<file path="src/rtl/alu_decode_stage.sv">
// alu_decode_stage: MIPS-style ALU decode behind a 2-entry (main + skid) valid/ready buffer.
// Optional DECODE_ILLEGAL_EN adds out_illegal, flagging encodings outside the decode table.
module alu_decode_stage (
    input  logic        clk,
    input  logic        rst_n,
    input  logic        in_valid,
    output logic        in_ready,
    input  logic [31:0] in_instr,
    input  logic [31:0] in_pc,
    input  logic        flush,
    output logic        out_valid,
    input  logic        out_ready,
    output logic [4:0]  out_aluop,
    output logic        out_asel,
    output logic        out_bsel,
    output logic [31:0] out_imm,
    output logic [4:0]  out_shamt,
    output logic [31:0] out_pc,
    output logic        out_ovf_chk
`ifdef DECODE_ILLEGAL_EN
    ,
    output logic        out_illegal
`endif
);

    typedef struct packed {
        logic [4:0]  aluop;
        logic        asel;
        logic        bsel;
        logic [31:0] imm;
        logic [4:0]  shamt;
        logic [31:0] pc;
        logic        ovf_chk;
`ifdef DECODE_ILLEGAL_EN
        logic        illegal;
`endif
    } entry_t;

    entry_t      dec, main_q, main_d, skid_q, skid_d;
    logic        main_v_q, main_v_d, skid_v_q, skid_v_d, in_ready_q, in_ready_d;
    logic        ill, acc, drain;
    logic [5:0]  op, fn;
    logic [31:0] sext, zext;
    logic        unused_rs_rt;

    assign op   = in_instr[31:26];
    assign fn   = in_instr[5:0];
    assign sext = {{16{in_instr[15]}}, in_instr[15:0]};
    assign zext = {16'h0000, in_instr[15:0]};
    assign unused_rs_rt = ^in_instr[25:16];

    // Decoding happens on the way in, so the buffer holds ready-to-issue control words.
    always_comb begin
        dec       = '0;
        dec.pc    = in_pc;
        dec.shamt = in_instr[10:6];
        ill       = 1'b0;
        if (op == 6'b000000) begin
            case (fn)
                6'b100000: begin dec.aluop = 5'b00000; dec.ovf_chk = 1'b1; end
                6'b100001: dec.aluop = 5'b00000;
                6'b100010,
                6'b100011: dec.aluop = 5'b00001;
                6'b100100: dec.aluop = 5'b00011;
                6'b100101: dec.aluop = 5'b00101;
                6'b100110: dec.aluop = 5'b00110;
                6'b100111: dec.aluop = 5'b00100;
                6'b101010: dec.aluop = 5'b00010;
                6'b101011: dec.aluop = 5'b01001;
                6'b000000: begin dec.aluop = 5'b00111; dec.asel = 1'b1; end
                6'b000010: begin dec.aluop = 5'b01000; dec.asel = 1'b1; end
                6'b000011: begin dec.aluop = 5'b01101; dec.asel = 1'b1; end
                6'b000100: dec.aluop = 5'b01100;
                6'b000110: dec.aluop = 5'b01110;
                6'b000111: dec.aluop = 5'b01111;
                6'b001000: dec.aluop = 5'b01011;
                6'b001001: dec.aluop = 5'b01010;
                default:   ill = 1'b1;
            endcase
        end else begin
            case (op)
                6'b001000: begin dec.bsel = 1'b1; dec.imm = sext; dec.ovf_chk = 1'b1; end
                6'b001001,
                6'b100011,
                6'b101011: begin dec.bsel = 1'b1; dec.imm = sext; end
                6'b001010: begin dec.aluop = 5'b00010; dec.bsel = 1'b1; dec.imm = sext; end
                6'b001011: begin dec.aluop = 5'b01001; dec.bsel = 1'b1; dec.imm = sext; end
                6'b001100: begin dec.aluop = 5'b00011; dec.bsel = 1'b1; dec.imm = zext; end
                6'b001101: begin dec.aluop = 5'b00101; dec.bsel = 1'b1; dec.imm = zext; end
                6'b001110: begin dec.aluop = 5'b00110; dec.bsel = 1'b1; dec.imm = zext; end
                6'b001111: begin dec.aluop = 5'b10000; dec.bsel = 1'b1; dec.imm = zext; end
                6'b000100,
                6'b000101: begin dec.aluop = 5'b00001; dec.imm = sext; end
                default:   ill = 1'b1;
            endcase
        end
        if (ill) begin
            dec.aluop   = 5'b00000;
            dec.asel    = 1'b0;
            dec.bsel    = 1'b0;
            dec.imm     = 32'h0;
            dec.ovf_chk = 1'b0;
        end
`ifdef DECODE_ILLEGAL_EN
        dec.illegal = ill;
`endif
    end

`ifndef DECODE_ILLEGAL_EN
    logic unused_ill;
    assign unused_ill = ill;
`endif

    // The skid entry only fills when main is held; it refills main on the next drain.
    always_comb begin
        acc      = in_valid & in_ready_q;
        drain    = main_v_q & out_ready;
        main_d   = main_q;
        skid_d   = skid_q;
        main_v_d = main_v_q;
        skid_v_d = skid_v_q;
        if (flush) begin
            main_v_d = 1'b0;
            skid_v_d = 1'b0;
        end else if (skid_v_q) begin
            if (drain) begin
                main_d   = skid_q;
                skid_v_d = 1'b0;
            end
        end else if (!main_v_q || drain) begin
            main_v_d = acc;
            main_d   = acc ? dec : main_q;
        end else if (acc) begin
            skid_v_d = 1'b1;
            skid_d   = dec;
        end
        in_ready_d = !skid_v_d;
    end

    always_ff @(posedge clk or negedge rst_n) begin
        if (!rst_n) begin
            main_q     <= '0;
            skid_q     <= '0;
            main_v_q   <= 1'b0;
            skid_v_q   <= 1'b0;
            in_ready_q <= 1'b0;
        end else begin
            main_q     <= main_d;
            skid_q     <= skid_d;
            main_v_q   <= main_v_d;
            skid_v_q   <= skid_v_d;
            in_ready_q <= in_ready_d;
        end
    end

    assign in_ready    = in_ready_q;
    assign out_valid   = main_v_q;
    assign out_aluop   = main_q.aluop;
    assign out_asel    = main_q.asel;
    assign out_bsel    = main_q.bsel;
    assign out_imm     = main_q.imm;
    assign out_shamt   = main_q.shamt;
    assign out_pc      = main_q.pc;
    assign out_ovf_chk = main_q.ovf_chk;
`ifdef DECODE_ILLEGAL_EN
    assign out_illegal = main_q.illegal;
`endif

endmodule

</file>
<file path="config.mk">
export PLATFORM = sky130hd
export DESIGN_NAME = alu_decode_stage
export DESIGN_NICKNAME = d
export VERILOG_FILES = /design/src/rtl/alu_decode_stage.sv
export SDC_FILE = /design/constraint.sdc
export NUM_CORES = 1
export LEC_CHECK = 0
export CORE_MARGIN = 2
export CORE_UTILIZATION = 40
export CTS_CLUSTER_DIAMETER = 50
export DETAILED_ROUTE_END_ITERATION = 6
export DONT_BUFFER_PORTS = 1
export PLACE_DENSITY = 0.6
export SETUP_SLACK_MARGIN = 0.5
export SLEW_MARGIN = 40
export SYNTH_ARGS = -nofsm -noshare
export SYNTH_HDL_FRONTEND = slang
export SYNTH_SLANG_ARGS = --single-unit
</file>
<file path="constraint.sdc">
create_clock -name clk -period 1.6 [get_ports clk]
set_clock_uncertainty 0.1 [all_clocks]
set_input_delay 0 -clock clk [delete_from_list [all_inputs] [get_ports clk]]
set_output_delay 0 -clock clk [all_outputs]
set_load 0.03 [all_outputs]
</file>
# Yosys cells after proc, flatten, opt, wreduce, memory -nomap -nowiden
# Index checks and enable logic that the tools add are counted.
[totals] regBits=157 elab_cells=100
[classes] n_eq_ne=31 bitwise_logic=5 muxes=28 n_reduce_logical=19
[ops] operator="$mux W77" count=4
[ops] operator="$eq A6 B6 Y1 const B" count=12
[ops] operator="$pmux W32 S2" count=1
[ops] operator="$eq A6 B4 Y1 const B" count=10
[ops] operator="$pmux W4 S15" count=1
[ops] operator="$mux W39" count=1
[ops] operator="$pmux W5 S7" count=1
[ops] operator="$mux W33" count=1
[ops] operator="$eq A6 B3 Y1 const B" count=5
[ops] operator="$mux W1" count=18
[ops] operator="$reduce_or A18 Y1" count=1
[ops] operator="$eq A6 B2 Y1 const B" count=2
[ops] operator="$logic_not A6 Y1" count=2
[ops] operator="$reduce_or A12 Y1" count=1
[ops] operator="$reduce_or A10 Y1" count=1
[ops] operator="$reduce_and A4 Y1" count=2
[ops] operator="$reduce_or A8 Y1" count=1
[ops] operator="$reduce_bool A2 Y1" count=3
[ops] operator="$mux W5" count=1
[ops] operator="$reduce_or A2 Y1" count=2
[ops] operator="$reduce_or A4 Y1" count=1
[ops] operator="$not A1 Y1" count=3
[ops] operator="$reduce_or A3 Y1" count=1
[ops] operator="$and A1 B1 Y1" count=2
[ops] operator="5 further kinds" count=6

# Depth between registers and ports, before layout
# Gate-level depths: netlist of the first run.
[depth] depth_word=8 ltp_mapped=8

# Least setup slack after synthesis of the first run
# OpenSTA, ideal clock, no wires.
[synth_timing] path_kind="register -> register" startpoint="register in_ready_q (netlist: in_ready)" endpoint="register skid_q[28] (netlist bit)" n_path_buf=3 path_stages_with_launch=8 arrival_time_ns=1.592 path_slack_ns=-0.209 setup_time_ns=0.117 synth_period_minus_slack_ns=1.809 required_time_ns=1.383 cell_sequence="dfrtp_1 > nand3b_4 > or3_1 > clkbuf_1 > buf_2 > clkbuf_1 > nand2_1 > nand2_1"
[synth_via] elab_chain_len=2
[synth_rtl] item="from (decl)" line="40" text="logic main_v_q, main_v_d, skid_v_q, skid_v_d, in_ready_q, in_ready_d;"
[synth_rtl] item="from (signal assigned)" line="152" text="in_ready_q <= in_ready_d;"
[synth_rtl] item="$and A1 B1 Y1" line="116" text="acc = in_valid & in_ready_q;"
[synth_rtl] item="$reduce_and A4 Y1 (no source line)"
[synth_rtl] item="to (signal assigned)" line="149" text="skid_q <= skid_d;"
[synth_rtl] item="to (decl)" line="39" text="entry_t dec, main_q, main_d, skid_q, skid_d;"
# No other way between the ends.
# A chain may end at the register's enable or synchronous reset.

# Worst setup path after layout of the first run
[layout_timing] startpoint="register skid_v_q" endpoint="register skid_q[76] (netlist bit)"
[layout_via] elab_chain_len=2
[layout_rtl] item="from (decl)" line="40"
[layout_rtl] item="from (signal assigned)" line="151" text="skid_v_q <= skid_v_d;"
[layout_rtl] item="$not A1 Y1 (no source line)"
[layout_rtl] item="$reduce_and A4 Y1 (no source line)"
# No other way between the ends.

==> results of run 1 <==
-- timing repair --
action,4_1_cts,5_1_grt
hold endpoints to repair,254,196
setup endpoints to repair,146,148
gates resized for setup,8,56
pin swaps,1,3
cloned,0,9
setup buffers,0,4
-- path summary, 6_finish.rpt --
| check | startpoint | end | slack [ns] |
|---|---|---|---|
| min | rst_n | skid_q[2] | -0.81 |
| min in group clk | flush | out_valid | -0.45 |
| max in group asynchronous | rst_n | in_ready | 1.94 |
| max reg2reg | skid_v_q | skid_q[76] | -0.25 |
| min reg2reg | skid_q[70] | skid_q[70] | 0.37 |
| max | skid_v_q | skid_q[76] | -0.25 |
-- routing by layer --
| layer | part of all wire (%) | wire, um |
|---|---|---|
| met5 | 0 | 0 |
| met4 | 1.3 | 203 |
| met3 | 5.7 | 881 |
| met2 | 50 | 7710 |
| met1 | 43 | 6760 |
-- cell usage after synthesis, types with 2 or more instances --
library cell	instances
a21oi_1	46
a31oi_1	21
buf_1	5
buf_2	19
buf_4	16
clkbuf_1	21
dfrtp_1	127
inv_1	6
mux2i_1	39
nand2_1	180
nand2b_1	5
nand3_1	18
nand3b_1	18
nor2_1	65
nor2b_1	9
nor3_1	4
o211ai_1	2
o21a_1	2
o21ai_0	12
o21bai_1	2
o221ai_1	2
o22ai_1	2
xnor2_1	3
-- cell usage in the layout, fill, tap and decap left out, drive strengths merged, types with 5 or more instances in the layout --
master	n
nand2	180
dfrtp	127
nor2	65
dlygate4sd3	51
a21oi	47
mux2i	39
clkbuf	31
buf	29
a31oi	21
nand3b	19
nand3	18
o21ai	12
nor2b	9
inv	6
nand2b	5
nor3	5
-- cells by family after synthesis --
| logic type | after synthesis | share of synthesized area [%] |
|---|---|---|
| flip-flops | 127 | 53.8 |
| AO/OA/AOI/OAI | 99 | 9.97 |
| XOR/XNOR | 3 | 0.445 |
| buffers and inverters | 67 | 5.67 |
| AND/OR/NAND/NOR | 312 | 23.5 |
| multiplexers | 39 | 6.61 |
-- report_power, final --
group	switching, uW	total, uW	internal [uW]
registers	1050	4880	3830
clock network	1400	4170	2770
logic	851	1530	683
-- sequential cells by signal, summed over array words and instances (netlist names) --
| name | flops |
|---|---|
| out_aluop | 5 |
| in_ready | 1 |
| out_pc | 32 |
| out_ovf_chk | 1 |
| out_imm | 17 |
| out_asel | 1 |
| out_shamt | 5 |
| skid_v_q | 1 |
| out_bsel | 1 |
| skid_q | 62 |
| out_valid | 1 |
-- layout make-up --
class | count | share of cell area (%)
repair buffers | 91 | 14.6
multi-input cells | 453 | 32.8
inverters | 6 | 0.290
flip-flops and latches | 127 | 41.1
clock buffers | 23 | 6.27
clock inverters | 9 | 1.99
well taps | 184 | 2.96
-- through the flow --
step | setup TNS (ns) | std cells | total power [uW]
2_1_floorplan | -2.19 | 647 | 5870
3_3_place_gp | -12.41 | 794 | 6020
3_5_place_dp | -17.73 | 794 | 6080
4_1_cts | -19.30 | 880 | 10500
5_1_grt | -26.08 | 893 | 11100
6_report | -18.52 | 893 | 10600
-- worst max-delay path, delay by kind of cell, from the launching register on --
kind	cells	cell delay [ns]
simple gates	2	0.69
flops	1	0.48
compound gates	1	0.26
buf+inv	1	0.20
==> impl_results.md, run 1 <==
* Status: complete, but fails checks
* Failing checks: hold timing, setup timing
* Max-cap violations at 0
* Unrepaired setup endpoints after global routing: true
* Final Cell Area at 7780 um2
* Critical path launch point type: flop
* DR vias/cell at 5.32
* Num CTS Buffers at 17
* Residual DRC at 0
* FP Rows at 44
* Setup CP Type: flop to flop
* Worst-skew pair later-pin latency at 0.41 ns
* Port Buffers at 0
* Setup crit end kind: flop
* Via count at 4749
* Clock Tree Buf Depth at 2
* GRT overflow at 0
* Post-Syn Area at 5910 um2
* EDFF count, synth at 0
* VDD IR max at 0.000738 V
* Hold Buf Count CTS at 54
* Nets at 765
* Syn Inst Count at 647
* DP Worst Slack at -0.204 ns
* Reg area at 3190 um2
* Leakage Power at 0.00337 uW
* Hold slack at -0.815 ns
* Post-Syn Nets at 716
* Pwr Density at 1360 nW/um2
* Post-route core utilization at 53.7%
* Die Ht at 126 um
* Flops & latches, synth at 127
* Slew HR at 72.4%
* Maximum clock rate at 0.541 GHz
* Fin crit share at 116%
* GPL Wtd Cong at 0.779
* Slew @ Worst Pin at 0.414 ns
* Avg Inst Size Synth at 9.13 um2
* Global Route met3 Usage at 5.65%
* Final Setup Violations at 126
* Largest net degree at the start of global routing at 128
* Met1 GRT Util at 22.6%
* CP required at 1.81 ns
* Sequential share of the synthesized area at 53.8%
* Post-DP HPWL at 8550 um
* Final WL at 15600 um
* Yosys top cell area share at 53.8%
* CP cell instances: nand3b_4 > or3_2 > buf_12 > o31ai_1
* CTS tree: done
* Final Critical Period at 1.85 ns
* Hold Fails Final Rpt at 207
* Met2 GRT Util at 29.5%
* Cell count of the worst reg-to-reg path at 4
* IO Pins at 148
* DR WL/cell at 17.4 um
* Worst-path fanout max at 39
* CTS clock-pin slew for the worst setup and hold paths at 0.06 ns
* DRT Pass-1 Iters at 5
* Count of different cell masters after synthesis at 46
* Yosys Warn Count at 0
* Min-Delay Path Class: input pin to asynchronous set/reset pin
* Critical Path AT at 2.06 ns
* GRT Total Usage at 18.2%
* Most used DFF post-synth: dfrtp_1
* Antenna-violating nets left at 0
* Area post-placement at 6130 um2
* Multi-input gate area at 2550 um2
* Die area at 15800 um2
* Initial Util at 40.8%
* P&R area growth vs syn at 31.6%
* Most Crowded Layer GR: met2
* Final WS setup at -0.250 ns
* Initial antenna violation count at 0
* N_diodes at 0
* Total clock sinks at 127
* Initial drt markers at 253
* Fill cells at 1264
* Die X at 126 um
* Post-synth ARST share at 100%
* Share of post-route cells with drive strength above 1 at 16.5%
* Number of global-route vias before repair at 4618
* Core area at 14500 um2
* Final Max Tran Viols at 0
* Slowest cell on crit path: or3_2
* Top post-synthesis cells by area: dfrtp_1 (54%), nand2_1 (11%), mux2i_1 (6.6%)
* Critical Path Max Stage Delay at 0.51 ns
* First-pass GRT wire length at 23100 um
* H-tree lvl count at 4
* Synth area leader: dfrtp_1
* Root buf cell: clkbuf_16
Power figures use the tool's default switching activity.
==> run 2, diff against run 1 <==
--- a/config.mk
+++ b/config.mk
@@ -5,7 +5,6 @@
 export SDC_FILE = /design/constraint.sdc
 export NUM_CORES = 1
 export LEC_CHECK = 0
-export CORE_MARGIN = 2
 export CORE_UTILIZATION = 40
 export CTS_CLUSTER_DIAMETER = 50
 export DETAILED_ROUTE_END_ITERATION = 6
==> impl_results.md, run 2 (synthesis results as in run 1) <==
* Fin crit share at 119%
* Worst-path fanout max at 5
* Initial Util at 40.8%
* Slew @ Worst Pin at 0.563 ns
* Root buf cell: clkbuf_16
* GRT overflow at 0
* Setup crit end kind: flop
* GRT Total Usage at 21.8%
* Critical Path Max Stage Delay at 0.48 ns
* Num CTS Buffers at 17
* DR WL/cell at 19.6 um
* Post-DP HPWL at 8600 um
* Final Max Tran Viols at 0
* P&R area growth vs syn at 48.3%
* GPL Wtd Cong at 0.755
* Worst-skew pair later-pin latency at 0.41 ns
* Largest net degree at the start of global routing at 128
* Most Crowded Layer GR: met2
* Met2 GRT Util at 35.7%
* Final WL at 18300 um
* Final Critical Period at 1.91 ns
* Pwr Density at 1220 nW/um2
* N_diodes at 0
* Leakage Power at 0.00372 uW
* CP required at 1.83 ns
* Initial antenna violation count at 0
* First-pass GRT wire length at 24600 um
* Cell family with most CP delay: buffers and inverters
* Clock Tree Buf Depth at 2
* Critical Path AT at 2.14 ns
* Initial drt markers at 311
* Status: complete, but fails checks
* IO Pins at 148
* Die X at 124 um
* Hold Fails Final Rpt at 167
* VDD IR max at 0.000708 V
* Crit path top cell by count: buf_4
* Number of global-route vias before repair at 4717
* Max-cap violations at 0
* Unrepaired setup endpoints after global routing: true
* Residual DRC at 0
* Cell count of the worst reg-to-reg path at 8
* CP cell instances: nand3b_4 > buf_4 > buf_4 > nor3_4 > buf_6 > buf_12 > nor2_1 > a31oi_1
* Commonest cells after routing, fill and taps aside: nand2_1 (159), dfrtp_1 (112), dlygate4sd3_1 (54), nor2_1 (50), mux2i_1 (39)
* Hold Buf Count CTS at 54
* DRT Pass-1 Iters at 5
* Maximum clock rate at 0.523 GHz
* Via count at 5107
* Area post-placement at 6160 um2
* Max FFs per register at 62
* FP Rows at 44
* Die area at 15300 um2
* Core area at 14500 um2
* Antenna-violating nets left at 0
* Hold slack at -0.815 ns
* CTS clock-pin slew for the worst setup and hold paths at 0.06 ns
* Port Buffers at 0
* DP Worst Slack at -0.249 ns
* CTS tree: done
* Final WS setup at -0.311 ns
* Failing checks: hold timing, setup timing
* Largest Register: skid_q
* Critical path launch point type: flop
* Most common cell after layout, fill and taps aside: nand2_1
* RR Endpoint: skid_q[72]
* DR vias/cell at 5.49
* R2R Path Start: skid_v_q
* Total clock sinks at 127
* Final Cell Area at 8770 um2
* Nets at 804
* Share of post-route cells with drive strength above 1 at 28.1%
* Min-Delay Path Class: input pin to asynchronous set/reset pin
* Final Setup Violations at 126
* Slew HR at 62.0%
* Setup CP Type: flop to flop
* H-tree lvl count at 4
* Global Route met3 Usage at 7.29%
* Die Ht at 124 um
* Slowest cell on crit path: dfrtp_4
* Buffering stage count on the worst path with inverters included at 4
* R2R Setup Slk at -0.31 ns
* Met1 GRT Util at 26.5%
[run 2: what timing repair did]
action	in CTS	in global routing
endpoints found under the setup margin	147	151
setup buffers	15	10
resized for setup	65	116
cloned	12	13
hold endpoints to repair	254	171
pin swaps	7	9
[run 2: how the worst max path moves through the flow]
stage / slack (ns) / start / endpoint / cells after the start
2_1_floorplan: -0.03 / out_valid / out_imm[0] / 5
6_report: -0.31 / skid_v_q / skid_q[72] / 8
3_5_place_dp: -0.25 / skid_v_q / out_pc[4] / 7
5_1_grt: -0.36 / skid_v_q / skid_q[72] / 8
4_1_cts: -0.25 / skid_v_q / out_pc[4] / 8
3_3_place_gp: -0.15 / skid_v_q / out_bsel / 7
[run 2: layer usage]
metal	wire length [um]	vias up
li1	-	2335
met5	0	-
met1	7650	2565
met3	1200	34
met2	9000	173
met4	412	0
[run 2: power by group]
group / switching [uW] / internal, uW
registers: 1070 / 3840
logic: 972 / 861
clock network: 1360 / 2560
[run 2: stage by stage]
stage	instances	utilization (%)	setup TNS [ns]	power (uW)
floorplan	647	-	-2.19	5870
global placement	796	42.6	-12.26	6020
detailed placement	796	42.6	-19.15	6100
CTS	908	55.0	-21.80	10400
global route	931	60.5	-35.88	11100
finish	931	60.5	-29.40	10700
[run 2: cell type report]
type,count,area [um2]
inverter,6,22.5
tap,184,230
clock inverter,7,110
multi-input combinational,453,2790
timing repair buffer,130,1930
fill,1133,5710
sequential,127,3200
clock buffer,24,482
==> run 3, diff against run 2 <==
--- a/config.mk
+++ b/config.mk
@@ -9,7 +9,7 @@
 export CTS_CLUSTER_DIAMETER = 50
 export DETAILED_ROUTE_END_ITERATION = 6
 export DONT_BUFFER_PORTS = 1
-export PLACE_DENSITY = 0.6
+export PLACE_DENSITY = 0.58
 export SETUP_SLACK_MARGIN = 0.5
 export SLEW_MARGIN = 40
 export SYNTH_ARGS = -nofsm -noshare
==> constraint.sdc (replaced) <==
create_clock -name clk -period 2.14 [get_ports clk]
set_clock_uncertainty 0.1 [all_clocks]
set_input_delay 0 -clock clk [delete_from_list [all_inputs] [get_ports clk]]
set_output_delay 0 -clock clk [all_outputs]
set_load 0.03 [all_outputs]
==> impl_results.md, run 3 (synthesis results as in run 1) <==
* Status: complete, but fails checks
* Failing checks: hold timing
* Cell count of the worst reg-to-reg path at 6
* Num CTS Buffers at 17
* Residual DRC at 0
* Final Cell Area at 8380 um2
* Maximum clock rate at 0.562 GHz
* CP required at 2.33 ns
* DRT Pass-1 Iters at 5
* Core area at 14500 um2
* Fill cells at 1196
* Unrepaired setup endpoints after global routing: true
* Hold Buf Count CTS at 59
* Hold Fails Final Rpt at 127
* Largest Register: skid_q
* Die Ht at 124 um
* VDD IR max at 0.000550 V
* Critical path launch point type: flop
* GRT Total Usage at 22.8%
* Final Setup Violations at 0
* Post-route core utilization at 57.9%
* Initial Util at 40.8%
* FP Rows at 44
* Pwr Density at 965 nW/um2
* Port Buffers at 0
* Setup TNS at 0 ns
* Leakage Power at 0.00353 uW
* Clock Tree Buf Depth at 2
* Critical Path AT at 1.97 ns
* CTS tree: done
* Via count at 4940
* Final Critical Period at 1.78 ns
* Hold slack at -0.817 ns
* Most common cell after layout, fill and taps aside: nand2_1
* Setup crit end kind: flop
* Die area at 15300 um2
* Final WL at 17600 um
* First-pass GRT wire length at 25700 um
* Root buf cell: clkbuf_16
* Post-DP HPWL at 8300 um
* Reg area at 3190 um2
* Largest net degree at the start of global routing at 128
* Max FFs per register at 62
* IO Pins at 148
* Worst-skew pair later-pin latency at 0.41 ns
* Setup CP Type: flop to flop
* H-tree lvl count at 4
* Fin crit share at 83.1%
* Finished Layout Cells at 903
* Final Max Tran Viols at 0
* Min-Delay Path Class: input pin to asynchronous set/reset pin
* GRT overflow at 0
* R2R Path Start: out_valid
* RR Endpoint: skid_q[70]
* Number of global-route vias before repair at 4808
* DR WL/cell at 19.5 um
* Die X at 124 um
* Dpl cells at 780
* Nets at 776
* DR vias/cell at 5.47
* Slew @ Worst Pin at 0.506 ns
* Commonest cells after routing, fill and taps aside: nand2_1 (162), dfrtp_1 (123), dlygate4sd3_1 (58), mux2i_1 (39), nor2_4 (34)
* GPL Wtd Cong at 0.833
* Total clock sinks at 127
* Max-cap violations at 0
* CTS clock-pin slew for the worst setup and hold paths at 0.06 ns
* P&R area growth vs syn at 41.8%
* Initial antenna violation count at 0
* Share of post-route cells with drive strength above 1 at 24.3%
* Antenna-violating nets left at 0
* Multi-input gate area at 2880 um2
* R2R Setup Slk at 0.36 ns
* Slew HR at 65.9%
* Worst-path fanout max at 17
* N_diodes at 0
* Area post-placement at 5990 um2
* Initial drt markers at 334
-- run 3: layer usage --
| layer | GRT usage [%] | vias to the layer above | wire, um |
|---|---|---|---|
| met5 | 0 | - | 0 |
| met4 | 7.91 | 0 | 294 |
| met3 | 6.73 | 24 | 1140 |
| met2 | 38.0 | 168 | 8760 |
| met1 | 28.0 | 2459 | 7410 |
| li1 | - | 2289 | - |
-- run 3: area by class of cell --
cell class | instances | share of cell area (%)
sequential | 127 | 38.0
multi-input combinational | 453 | 34.4
timing repair buffer | 102 | 17.2
clock buffer | 25 | 6.03
tap | 184 | 2.75
clock inverter | 6 | 1.25
inverter | 6 | 0.269
-- run 3: worst max-delay path, stage by stage, from the launching register on --
cell	delay [ns]
dfrtp_2	0.51
nand2_1	0.13
or3_4	0.44
buf_12	0.17
buf_16	0.16
nand2_1	0.08
nand2_1	0.07
-- run 3: worst max-delay path by stage --
stage	start	slack (ns)	endpoint	cells after the start
finish	out_valid	0.36	skid_q[70]	6
global route	skid_v_q	0.30	out_imm[2]	7
CTS	skid_v_q	0.36	skid_q[75]	6
detailed placement	skid_v_q	0.27	skid_q[76]	4
global placement	skid_v_q	0.30	skid_q[76]	4
floorplan	out_valid	0.50	out_aluop[4]	5
-- run 3: timing repair --
item | CTS | global route
hold endpoints to repair | 254 | 127
cloned | 11 | 10
setup buffers | 9 | 3
resized for setup | 63 | 102
pin swaps | 31 | 2
endpoints found under the setup margin | 109 | 124
-- run 3: report_power, final --
group          leakage (uW)  switching [uW]  total, uW  internal (uW)
sequential          0.00155             867       3730           2860
clock              0.000303            1020       3000           1980
combinational       0.00168             707       1360            655
-- run 3: stage by stage --
step | total power, uW | setup WS, ns
final | 8090 | 0.362
after global routing | 8490 | 0.297
after CTS | 7840 | 0.364
after detailed placement | 4510 | 0.272
after global placement | 4460 | 0.298
after floorplan | 4380 | 0.502
